### src/rtl/sa_result_writer_if.sv
// Handshake, drain and sp-RAM signals of the systolic-array result writer.
// The slave modport is the writer. The master modport is the controller/RAM side.
interface sa_result_writer_if;
   logic        wb_start;
   logic [9:0]  blk_idx;
   logic        accum_en;
   logic        res_valid;
   logic [63:0] res_data;
   logic        res_ready;
   logic [31:0] mem_addr;
   logic [63:0] mem_rdata;
   logic [63:0] mem_wdata;
   logic        mem_wen;
   logic        busy;
   logic        done;

   modport slave (
      input  wb_start, blk_idx, accum_en, res_valid, res_data, mem_rdata,
      output res_ready, mem_addr, mem_wdata, mem_wen, busy, done
   );

   modport master (
      output wb_start, blk_idx, accum_en, res_valid, res_data, mem_rdata,
      input  res_ready, mem_addr, mem_wdata, mem_wen, busy, done
   );
endinterface

### src/rtl/sa_result_writer.sv
// Collects one drained 4x4 block (four 64-bit rows) and writes it to the B region of sp-RAM.
// Each row is written with an RD/WR pair, optionally accumulating lane-wise with the stored word.
module sa_result_writer #(
   parameter logic [31:0] BASEADDR_B      = 32'd86016,
   parameter logic [31:0] BLK_PAIR_STRIDE = 32'd512,
   parameter logic [31:0] HALF_OFFSET     = 32'd64,
   parameter logic [31:0] ROW_STRIDE      = 32'd128
) (
   input  logic              clk,
   input  logic              rst,
   sa_result_writer_if.slave bus
);

   typedef enum logic [2:0] {
      S_IDLE    = 3'd0,
      S_COLLECT = 3'd1,
      S_RD      = 3'd2,
      S_WR      = 3'd3,
      S_DONE    = 3'd4
   } state_t;

   state_t      state_q, state_d;
   logic [9:0]  blk_q, blk_d;
   logic        acc_q, acc_d;
   logic [1:0]  row_q, row_d;
   logic [63:0] buf_q [4];

   logic        beat_hs;
   logic [31:0] pair_off;
   logic [31:0] half_off;
   logic [31:0] row_off;
   logic [31:0] row_addr;
   logic [63:0] cur_row;
   logic [63:0] lane_sum;

   logic        res_ready;
   logic [31:0] mem_addr;
   logic [63:0] mem_wdata;
   logic        mem_wen;
   logic        busy;
   logic        done;

   assign beat_hs = (state_q == S_COLLECT) && bus.res_valid;

   // State register
   always_ff @(posedge clk) begin
      if (rst) begin
         state_q <= S_IDLE;
         blk_q   <= '0;
         acc_q   <= 1'b0;
         row_q   <= '0;
      end else begin
         state_q <= state_d;
         blk_q   <= blk_d;
         acc_q   <= acc_d;
         row_q   <= row_d;
      end
   end

   // Next-state logic
   always_comb begin
      state_d = state_q;
      blk_d   = blk_q;
      acc_d   = acc_q;
      row_d   = row_q;
      case (state_q)
         S_IDLE: begin
            if (bus.wb_start) begin
               blk_d   = bus.blk_idx;
               acc_d   = bus.accum_en;
               row_d   = '0;
               state_d = S_COLLECT;
            end
         end
         S_COLLECT: begin
            if (bus.res_valid) begin
               row_d = row_q + 2'd1;
               if (row_q == 2'd3) begin
                  state_d = S_RD;
               end
            end
         end
         S_RD: begin
            state_d = S_WR;
         end
         S_WR: begin
            if (row_q == 2'd3) begin
               state_d = S_DONE;
            end else begin
               row_d   = row_q + 2'd1;
               state_d = S_RD;
            end
         end
         S_DONE: begin
            state_d = S_IDLE;
         end
         default: begin
            state_d = S_IDLE;
         end
      endcase
   end

   always_ff @(posedge clk) begin
      if (rst) begin
         for (int i = 0; i < 4; i++) begin
            buf_q[i] <= '0;
         end
      end else if (beat_hs) begin
         buf_q[row_q] <= bus.res_data;
      end
   end

   // The first drained row lands at the highest row offset, so the row term is (3 - r).
   assign pair_off = {23'd0, blk_q[9:1]} * BLK_PAIR_STRIDE;
   assign half_off = blk_q[0] ? HALF_OFFSET : 32'd0;
   assign row_off  = {30'd0, ~row_q} * ROW_STRIDE;
   assign row_addr = BASEADDR_B + pair_off + half_off + row_off;

   assign cur_row = buf_q[row_q];

   // Independent 16-bit lanes: carries never cross lane boundaries.
   for (genvar gi = 0; gi < 4; gi++) begin : g_lane
      assign lane_sum[16*gi +: 16] = bus.mem_rdata[16*gi +: 16] + cur_row[16*gi +: 16];
   end

   // Output logic
   always_comb begin
      res_ready = 1'b0;
      mem_addr  = '0;
      mem_wdata = '0;
      mem_wen   = 1'b0;
      busy      = (state_q != S_IDLE);
      done      = 1'b0;
      case (state_q)
         S_COLLECT: res_ready = 1'b1;
         S_RD:      mem_addr  = row_addr;
         S_WR: begin
            mem_addr  = row_addr;
            mem_wen   = 1'b1;
            mem_wdata = acc_q ? lane_sum : cur_row;
         end
         S_DONE:    done = 1'b1;
         default: ;
      endcase
   end

   assign bus.res_ready = res_ready;
   assign bus.mem_addr  = mem_addr;
   assign bus.mem_wdata = mem_wdata;
   assign bus.mem_wen   = mem_wen;
   assign bus.busy      = busy;
   assign bus.done      = done;

endmodule

### src/flat_wrapper.sv
// flat-port wrapper written by rule: the top's interface ports become plain ports
module sa_result_writer_flat 
#(
   parameter logic [31:0] BASEADDR_B      = 32'd86016,
   parameter logic [31:0] BLK_PAIR_STRIDE = 32'd512,
   parameter logic [31:0] HALF_OFFSET     = 32'd64,
   parameter logic [31:0] ROW_STRIDE      = 32'd128
)
  (clk, rst, bus_wb_start, bus_blk_idx, bus_accum_en, bus_res_valid, bus_res_data, bus_mem_rdata, bus_res_ready, bus_mem_addr, bus_mem_wdata, bus_mem_wen, bus_busy, bus_done);
  sa_result_writer_if bus_i ();
  input  logic clk;
  input  logic rst;
  input wire logic [$bits(bus_i.wb_start)-1:0] bus_wb_start;
  input wire logic [$bits(bus_i.blk_idx)-1:0] bus_blk_idx;
  input wire logic [$bits(bus_i.accum_en)-1:0] bus_accum_en;
  input wire logic [$bits(bus_i.res_valid)-1:0] bus_res_valid;
  input wire logic [$bits(bus_i.res_data)-1:0] bus_res_data;
  input wire logic [$bits(bus_i.mem_rdata)-1:0] bus_mem_rdata;
  output wire logic [$bits(bus_i.res_ready)-1:0] bus_res_ready;
  output wire logic [$bits(bus_i.mem_addr)-1:0] bus_mem_addr;
  output wire logic [$bits(bus_i.mem_wdata)-1:0] bus_mem_wdata;
  output wire logic [$bits(bus_i.mem_wen)-1:0] bus_mem_wen;
  output wire logic [$bits(bus_i.busy)-1:0] bus_busy;
  output wire logic [$bits(bus_i.done)-1:0] bus_done;
  assign bus_i.wb_start = bus_wb_start;
  assign bus_i.blk_idx = bus_blk_idx;
  assign bus_i.accum_en = bus_accum_en;
  assign bus_i.res_valid = bus_res_valid;
  assign bus_i.res_data = bus_res_data;
  assign bus_i.mem_rdata = bus_mem_rdata;
  assign bus_res_ready = bus_i.res_ready;
  assign bus_mem_addr = bus_i.mem_addr;
  assign bus_mem_wdata = bus_i.mem_wdata;
  assign bus_mem_wen = bus_i.mem_wen;
  assign bus_busy = bus_i.busy;
  assign bus_done = bus_i.done;
  sa_result_writer #(.BASEADDR_B(BASEADDR_B), .BLK_PAIR_STRIDE(BLK_PAIR_STRIDE), .HALF_OFFSET(HALF_OFFSET), .ROW_STRIDE(ROW_STRIDE)) u_core (.clk(clk), .rst(rst), .bus(bus_i));
endmodule
### config.mk
export PLATFORM = sky130hd
export DESIGN_NAME = sa_result_writer_flat
export DESIGN_NICKNAME = d
export VERILOG_FILES = /design/src/rtl/sa_result_writer_if.sv /design/src/rtl/sa_result_writer.sv /design/src/flat_wrapper.sv
export SDC_FILE = /design/constraint.sdc
export NUM_CORES = 1
export LEC_CHECK = 0
export CAP_MARGIN = 25
export CELL_PAD_IN_SITES_DETAIL_PLACEMENT = 1
export CELL_PAD_IN_SITES_GLOBAL_PLACEMENT = 2
export CORE_ASPECT_RATIO = 1.2
export CORE_MARGIN = 10
export CORE_UTILIZATION = 39
export DETAILED_ROUTE_END_ITERATION = 10
export GPL_ROUTABILITY_DRIVEN = 0
export PLACE_DENSITY_LB_ADDON = 0.1
export SYNTH_ARGS = -nofsm -noshare
export SYNTH_HDL_FRONTEND = slang
export SYNTH_SLANG_ARGS = --single-unit
### constraint.sdc
create_clock -name clk -period 12.9 [get_ports clk]
set_clock_uncertainty 0.05 [all_clocks]
set_input_delay 3.225 -clock clk [delete_from_list [all_inputs] [get_ports clk]]
set_output_delay 3.225 -clock clk [all_outputs]
set_load 0.01 [all_outputs]
==> results.tsv, run 1 <==
metric	value	unit
Yosys reg bits	274	
EDFF count, synth	256	
Main synth FF type	edfxtp_1	
Critical Path Fanout Max	3	
most area-consuming cells after synthesis	edfxtp_1 (50%), and2_1 (11%), mux4_2 (9.3%)	
crit path capture type	output pin	
Post-CTS Hold Buffers	0	
sequence of cells on the critical path	clkdlybuf4s50_1 -> ha_1 -> fa_1 -> a21o_1 -> a21oi_2 -> o211ai_1 -> a41oi_2 -> a21oi_1 -> or4b_2 -> nand3_1 -> clkdlybuf4s50_1	
clk_lat worst skew	0.55	ns
Post-synth ARST share	0	
top-area cell type share of the netlist area	0.4982	
root buf cell	clkbuf_16	
crit path buf inv count	2	
Synth area leader	edfxtp_1	
post-CTS setup buffers	0	
Final Max Tran Viols	0	
sequential share of the synthesized area	0.5215	
critical path arrival	6.64	ns
number of global-route vias before repair	12029	
final critical-path required period	9.918	ns
clk slew on worst S/H paths	0.06	ns
Final TNS setup	0	ns
number of remaining DRC errors	0	
Nets	1696	
leakage	7.133	nW
Syn Area/Cell	11.99	um2
Yosys cell types	63	
die span in x	201.6	um
sequential cell area	8056	um2
crit-path max cell delay	0.64	ns
Clock Sinks	274	
initial antenna violation count	8	
H-Tree Depth	1	
first-pass GRT wire length	72820	um
# IOs	243	
total grt overflow	0	
status	completed	
number of DRC markers in iteration 0	525	
Num CTS Buffers	29	
DP HPWL	31690	um
Tcrit/Tclk final	0.7688	
Starting Density	0.3962	
Crit-path slowest cell	or4b_2	
most frequent cell after synthesis	and2_1	
vias after detailed routing	10751	
Pre-Repair DR Iteration Count	4	
GRT Total Usage	0.1949	
die height	237.9	um
synthesized cell area	15430	um2
Post-synth top cells	and2_1 (266), edfxtp_1 (256), nand2_1 (124), a21oi_1 (76), mux4_2 (64)	
area of the multi-input gates	7008	um2
P per Cell Area	112.1	nW/um2
maximum clock path buffer count	3	
Crit Path Class	in -> out	
core area	38940	um2
hold crit path type	reg -> reg	
Worst Tran Pin Value	0.8611	ns
layout cells sized above 1	0.09169	
Post-CTS Resized	0	
CP startpoint kind	primary input	
delay-heaviest family, CP	compound AO/OA/AOI/OAI gates	
FMAX	0.1008	GHz
most frequent CP cell	clkdlybuf4s50_1	
antenna viol nets, final	0	
number of fillers in the final layout	4127	
Post-Syn Instances	1287	
CTS tree	done	
Final Hold Vio Count	0	
Final Cell Area	18990	um2
vias per cell	5.286	
Port Buffer Count	223	
largest net degree at the start of global routing	66	
Die Area	47960	um2
wire length per cell	23.32	um
unrepaired setup endpoints after global routing	no	
YS warnings	0	
utilization after layout	0.4875	
P&R area growth vs syn	23.04	%
peak supply drop	0.08838	mV
num rows	79	
endpoints failing setup	0	
placed cell areas	18150	um2
number of max-cap violations	0	
final WL	47430	um
Req. time, crit path	9.62	ns
Rel. slew slack	0.4241	
[sequential cells by signal (all words and copies together) (netlist names), named ones only]
| register | count |
|---|---|
| u_core.blk_q | 10 |
| u_core.buf_q | 256 |
| u_core.state_q | 3 |
| u_core.row_q | 2 |
| u_core.acc_q | 1 |
[worst paths after layout]
check / from / endpoint / slack [ns] / cells after the start
worst max-delay path: bus_mem_rdata[48] / bus_mem_wdata[60] / 2.98 / 11
worst min register to register: u_core.blk_q[1] / u_core.blk_q[1] / 0.40 / 2
worst min-delay path: u_core.blk_q[1] / u_core.blk_q[1] / 0.40 / 2
worst max register to register: u_core.state_q[1] / u_core.buf_q[2][8] / 9.37 / 7
[metrics by stage]
| step | total power, mW | instances | setup WS (ns) | hold slack, ns |
|---|---|---|---|---|
| final | 2.129 | 2034 | 2.982 | 0.4031 |
| after CTS | 2.156 | 2031 | 2.943 | 0.4094 |
| after detailed placement | 1.385 | 1982 | 2.984 | 0.4009 |
| after global routing | 2.225 | 2034 | 2.688 | 0.4241 |
| after global placement | 1.378 | 1982 | 2.994 | 0.3871 |
| after floorplan | 1.261 | 1305 | 4.184 | 0.3817 |
[logic make-up (layout without fill, tap and decap cells)]
logic type / count (synthesis) / count (layout) / share of synthesized area
XOR/XNOR: 50 / 50 / 0.02838
multiplexers: 74 / 74 / 0.09989
buffers and inverters: 107 / 307 / 0.03122
AND/OR/NAND/NOR: 500 / 500 / 0.1751
other: 1 / 22 / 0.0002430
adder cells (fa/ha/maj): 66 / 66 / 0.05546
flip-flops: 274 / 274 / 0.5215
AO/OA/AOI/OAI: 215 / 215 / 0.08814
[report_power, final]
| part | internal, mW | leakage [nW] | total [mW] | switching, mW |
|---|---|---|---|---|
| Clock | 0.428 | 0.410 | 0.765 | 0.336 |
| Combinational | 0.156 | 3.93 | 0.339 | 0.182 |
| Sequential | 1.01 | 2.79 | 1.03 | 0.0157 |
[layer usage]
layer  global-route usage  routed length, um  share of wire  vias up
li1                     -                  -              -     5056
met1               0.2362              20140           0.42     5406
met2               0.3504              24190           0.51      222
met3              0.03701               2199          0.046       57
met4              0.04561                826          0.017       10
met5                    0                 68         0.0014        -
[placed cells by master (no fill, tap or decap), types with 10 or more instances in the layout]
cell / count
xnor2_1: 30
and2_1: 266
buf_4: 16
ha_1: 62
nand2_1: 123
xor2_1: 20
nor2_1: 51
conb_1: 19
mux4_2: 64
dfxtp_1: 15
o21ai_0: 41
a21oi_1: 76
edfxtp_1: 256
mux2i_1: 10
inv_1: 19
a21o_1: 31
clkdlybuf4s50_1: 223
clkbuf_16: 29
[tightest hold or removal path, delay by kind of cell (launching register included)]
family           cells  cell delay, ns
AO/OA/AOI/OAI        1            0.05
AND/OR/NAND/NOR      1            0.05
flip-flops           1            0.30
[area by class of cell]
class / instances / share of cell area
Antenna cell: 3 / 0.0003954
Clock buffer: 38 / 0.04000
Clock inverter: 11 / 0.003888
Inverter: 19 / 0.003756
Multi-Input combinational cell: 924 / 0.3691
Sequential cell: 274 / 0.4243
Tap cell: 526 / 0.03466
Timing Repair Buffer: 239 / 0.1239
(Power assumes the default switching activity.)
==> inputs of run 2 (changes only) <==
Settings changed: CORE_UTILIZATION 39 to 36.
Clock period 12.9 ns to 9.55 ns, I/O delays scaled along.
==> run 2 against run 1 <==
Register-to-register slack worse by 3.6 ns. Sequential cell count did not move. Final cell count up 1.7%. Critical path type unchanged. Critical endpoint is now bus_mem_wdata[12].
==> results.tsv, run 2 (synthesis gave the netlist of run 1 again) <==
metric	value	unit	change
vias per cell	5.168		-2.2%
final critical-path required period	8.335	ns	
Crit-path slowest cell	a2111oi_2		
Biggest register	u_core.buf_q		
Port Buffer Count	223		unchanged
H-Tree Depth	1		unchanged
Post-CTS Hold Buffers	0		unchanged
die span in x	209.0	um	+3.7%
P per Cell Area	160.7	nW/um2	+43%
most frequent CP cell	clkdlybuf4s50_1		
CTS tree	done		
Die Area	51580	um2	+7.6%
Final Max Tran Viols	0		unchanged
area of the multi-input gates	7010	um2	about the same
maximum clock path buffer count	3		unchanged
sequence of cells on the critical path	clkdlybuf4s50_1 -> ha_1 -> fa_1 -> a21oi_1 -> o21ai_0 -> a2111oi_2 -> o31ai_1 -> a2111oi_0 -> a41oi_1 -> nand2_1 -> clkdlybuf4s50_1		
busiest grt layer	met2		
most common cell after layout, fill and taps aside	and2_1		
utilization after layout	0.4525		-0.03499
initial antenna violation count	8		unchanged
GRT Total Usage	0.1814		-0.01341
Starting Density	0.3624		-0.03381
core area	42580	um2	+9.3%
root buf cell	clkbuf_16		
Num CTS Buffers	31		+6.9%
number of global-route vias before repair	11795		-1.9%
CP startpoint kind	primary input		
met1 usage	0.2274		-0.008806
post-CTS setup buffers	0		unchanged
Rel. slew slack	0.3971		-0.02698
sequential cell area	8056	um2	unchanged
die height	246.8	um	+3.7%
# IOs	243		unchanged
status	completed		
Final TNS setup	0	ns	unchanged
commonest cells after routing, fill and taps aside	and2_1 (266), edfxtp_1 (256), clkdlybuf4s50_1 (223)		
Critical Path Fanout Max	4		+1
final WL	47580	um	+0.32%
unrepaired setup endpoints after global routing	no		
clk_lat worst skew	0.56	ns	about the same
layout cells sized above 1	0.1010		+0.009296
number of DRC markers in iteration 0	459		-13%
critical path arrival	5.90	ns	-0.74 ns
hold crit path type	reg -> reg		
flop2flop setup slack	5.78	ns	-3.59 ns
P&R area growth vs syn	24.87	%	
max reg flops	256		unchanged
DP HPWL	32010	um	+1.0%
num rows	83		+5.1%
Post-CTS Resized	0		unchanged
Clock Sinks	274		unchanged
Nets	1700		+0.24%
number of remaining DRC errors	0		unchanged
crit-path max cell delay	0.58	ns	-0.06 ns
vias after detailed routing	10687		-0.60%
endpoints failing setup	0		unchanged
Tcrit/Tclk final	0.8728		
FMAX	0.1200	GHz	
wire length per cell	23.01	um	-1.3%
Pre-Repair DR Iteration Count	4		unchanged
largest net degree at the start of global routing	66		unchanged
crit path capture type	output pin		
Final Hold Vio Count	0		unchanged
peak supply drop	0.1267	mV	+43%
clk slew on worst S/H paths	0.06	ns	about the same
number of max-cap violations	0		unchanged
total grt overflow	0		unchanged
met2 Use GR	0.3225		-0.02790
number of fillers in the final layout	4539		+10%
met3 Track Usage GR	0.03294		-0.004069
leakage	7.249	nW	+1.6%
Worst Tran Pin Value	0.9043	ns	+0.04317 ns
Regs by FF count	u_core.buf_q x256, u_core.blk_q x10, u_core.state_q x3		
first-pass GRT wire length	72840	um	about the same
Req. time, crit path	7.11	ns	-2.51 ns
Crit Path Class	in -> out		
antenna viol nets, final	0		unchanged
==> run 2: final timing paths <==
check | to | startpoint | cells after the start
worst max-delay path | bus_mem_wdata[12] | bus_mem_rdata[0] | 11
worst min register to register | u_core.blk_q[3] | u_core.blk_q[3] | 2
worst max register to register | u_core.buf_q[0][32] | u_core.state_q[2] | 7
worst min-delay path | u_core.blk_q[3] | u_core.blk_q[3] | 2
==> run 2: final cells by class <==
| type | instances | share of cell area |
|---|---|---|
| inverters | 19 | 0.003701 |
| repair buffers | 241 | 0.1231 |
| flip-flops and latches | 274 | 0.4181 |
| clock buffers | 33 | 0.04065 |
| multi-input cells | 924 | 0.3638 |
| well taps | 552 | 0.03584 |
| clock inverters | 24 | 0.01468 |
| diodes | 1 | 0.0001299 |
==> run 2: where the power goes <==
part	switching, mW	internal (mW)	total [mW]
combinational	0.242	0.211	0.454
clock	0.500	0.754	1.25
sequential	0.0243	1.36	1.39
==> run 2: metal layers <==
layer	part of all wire	vias up	routed length, um
li1	-	5057	-
met2	0.50	198	23900
met4	0.012	12	563
met3	0.047	53	2255
met1	0.44	5367	20780
met5	0.0016	-	78
==> run 2: stage by stage <==
step	hold slack [ns]	std cells	power [mW]	area (um2)	setup WS, ns
floorplan	0.3817	1305	1.703	15500	2.509
global placement	0.3884	2009	1.865	18190	1.239
detailed placement	0.4004	2010	1.872	18200	1.193
CTS	0.4095	2067	3.134	19270	1.193
global route	0.4222	2068	3.227	19270	0.9370
finish	0.4071	2068	3.096	19270	1.215
==> run 2: worst max-delay path, delay by kind of cell <==
family / cells / cell delay, ns
AO/OA/AOI/OAI: 6 / 1.65
buffers and inverters: 2 / 0.95
adder cells (fa/ha/maj): 2 / 0.82
AND/OR/NAND/NOR: 1 / 0.09
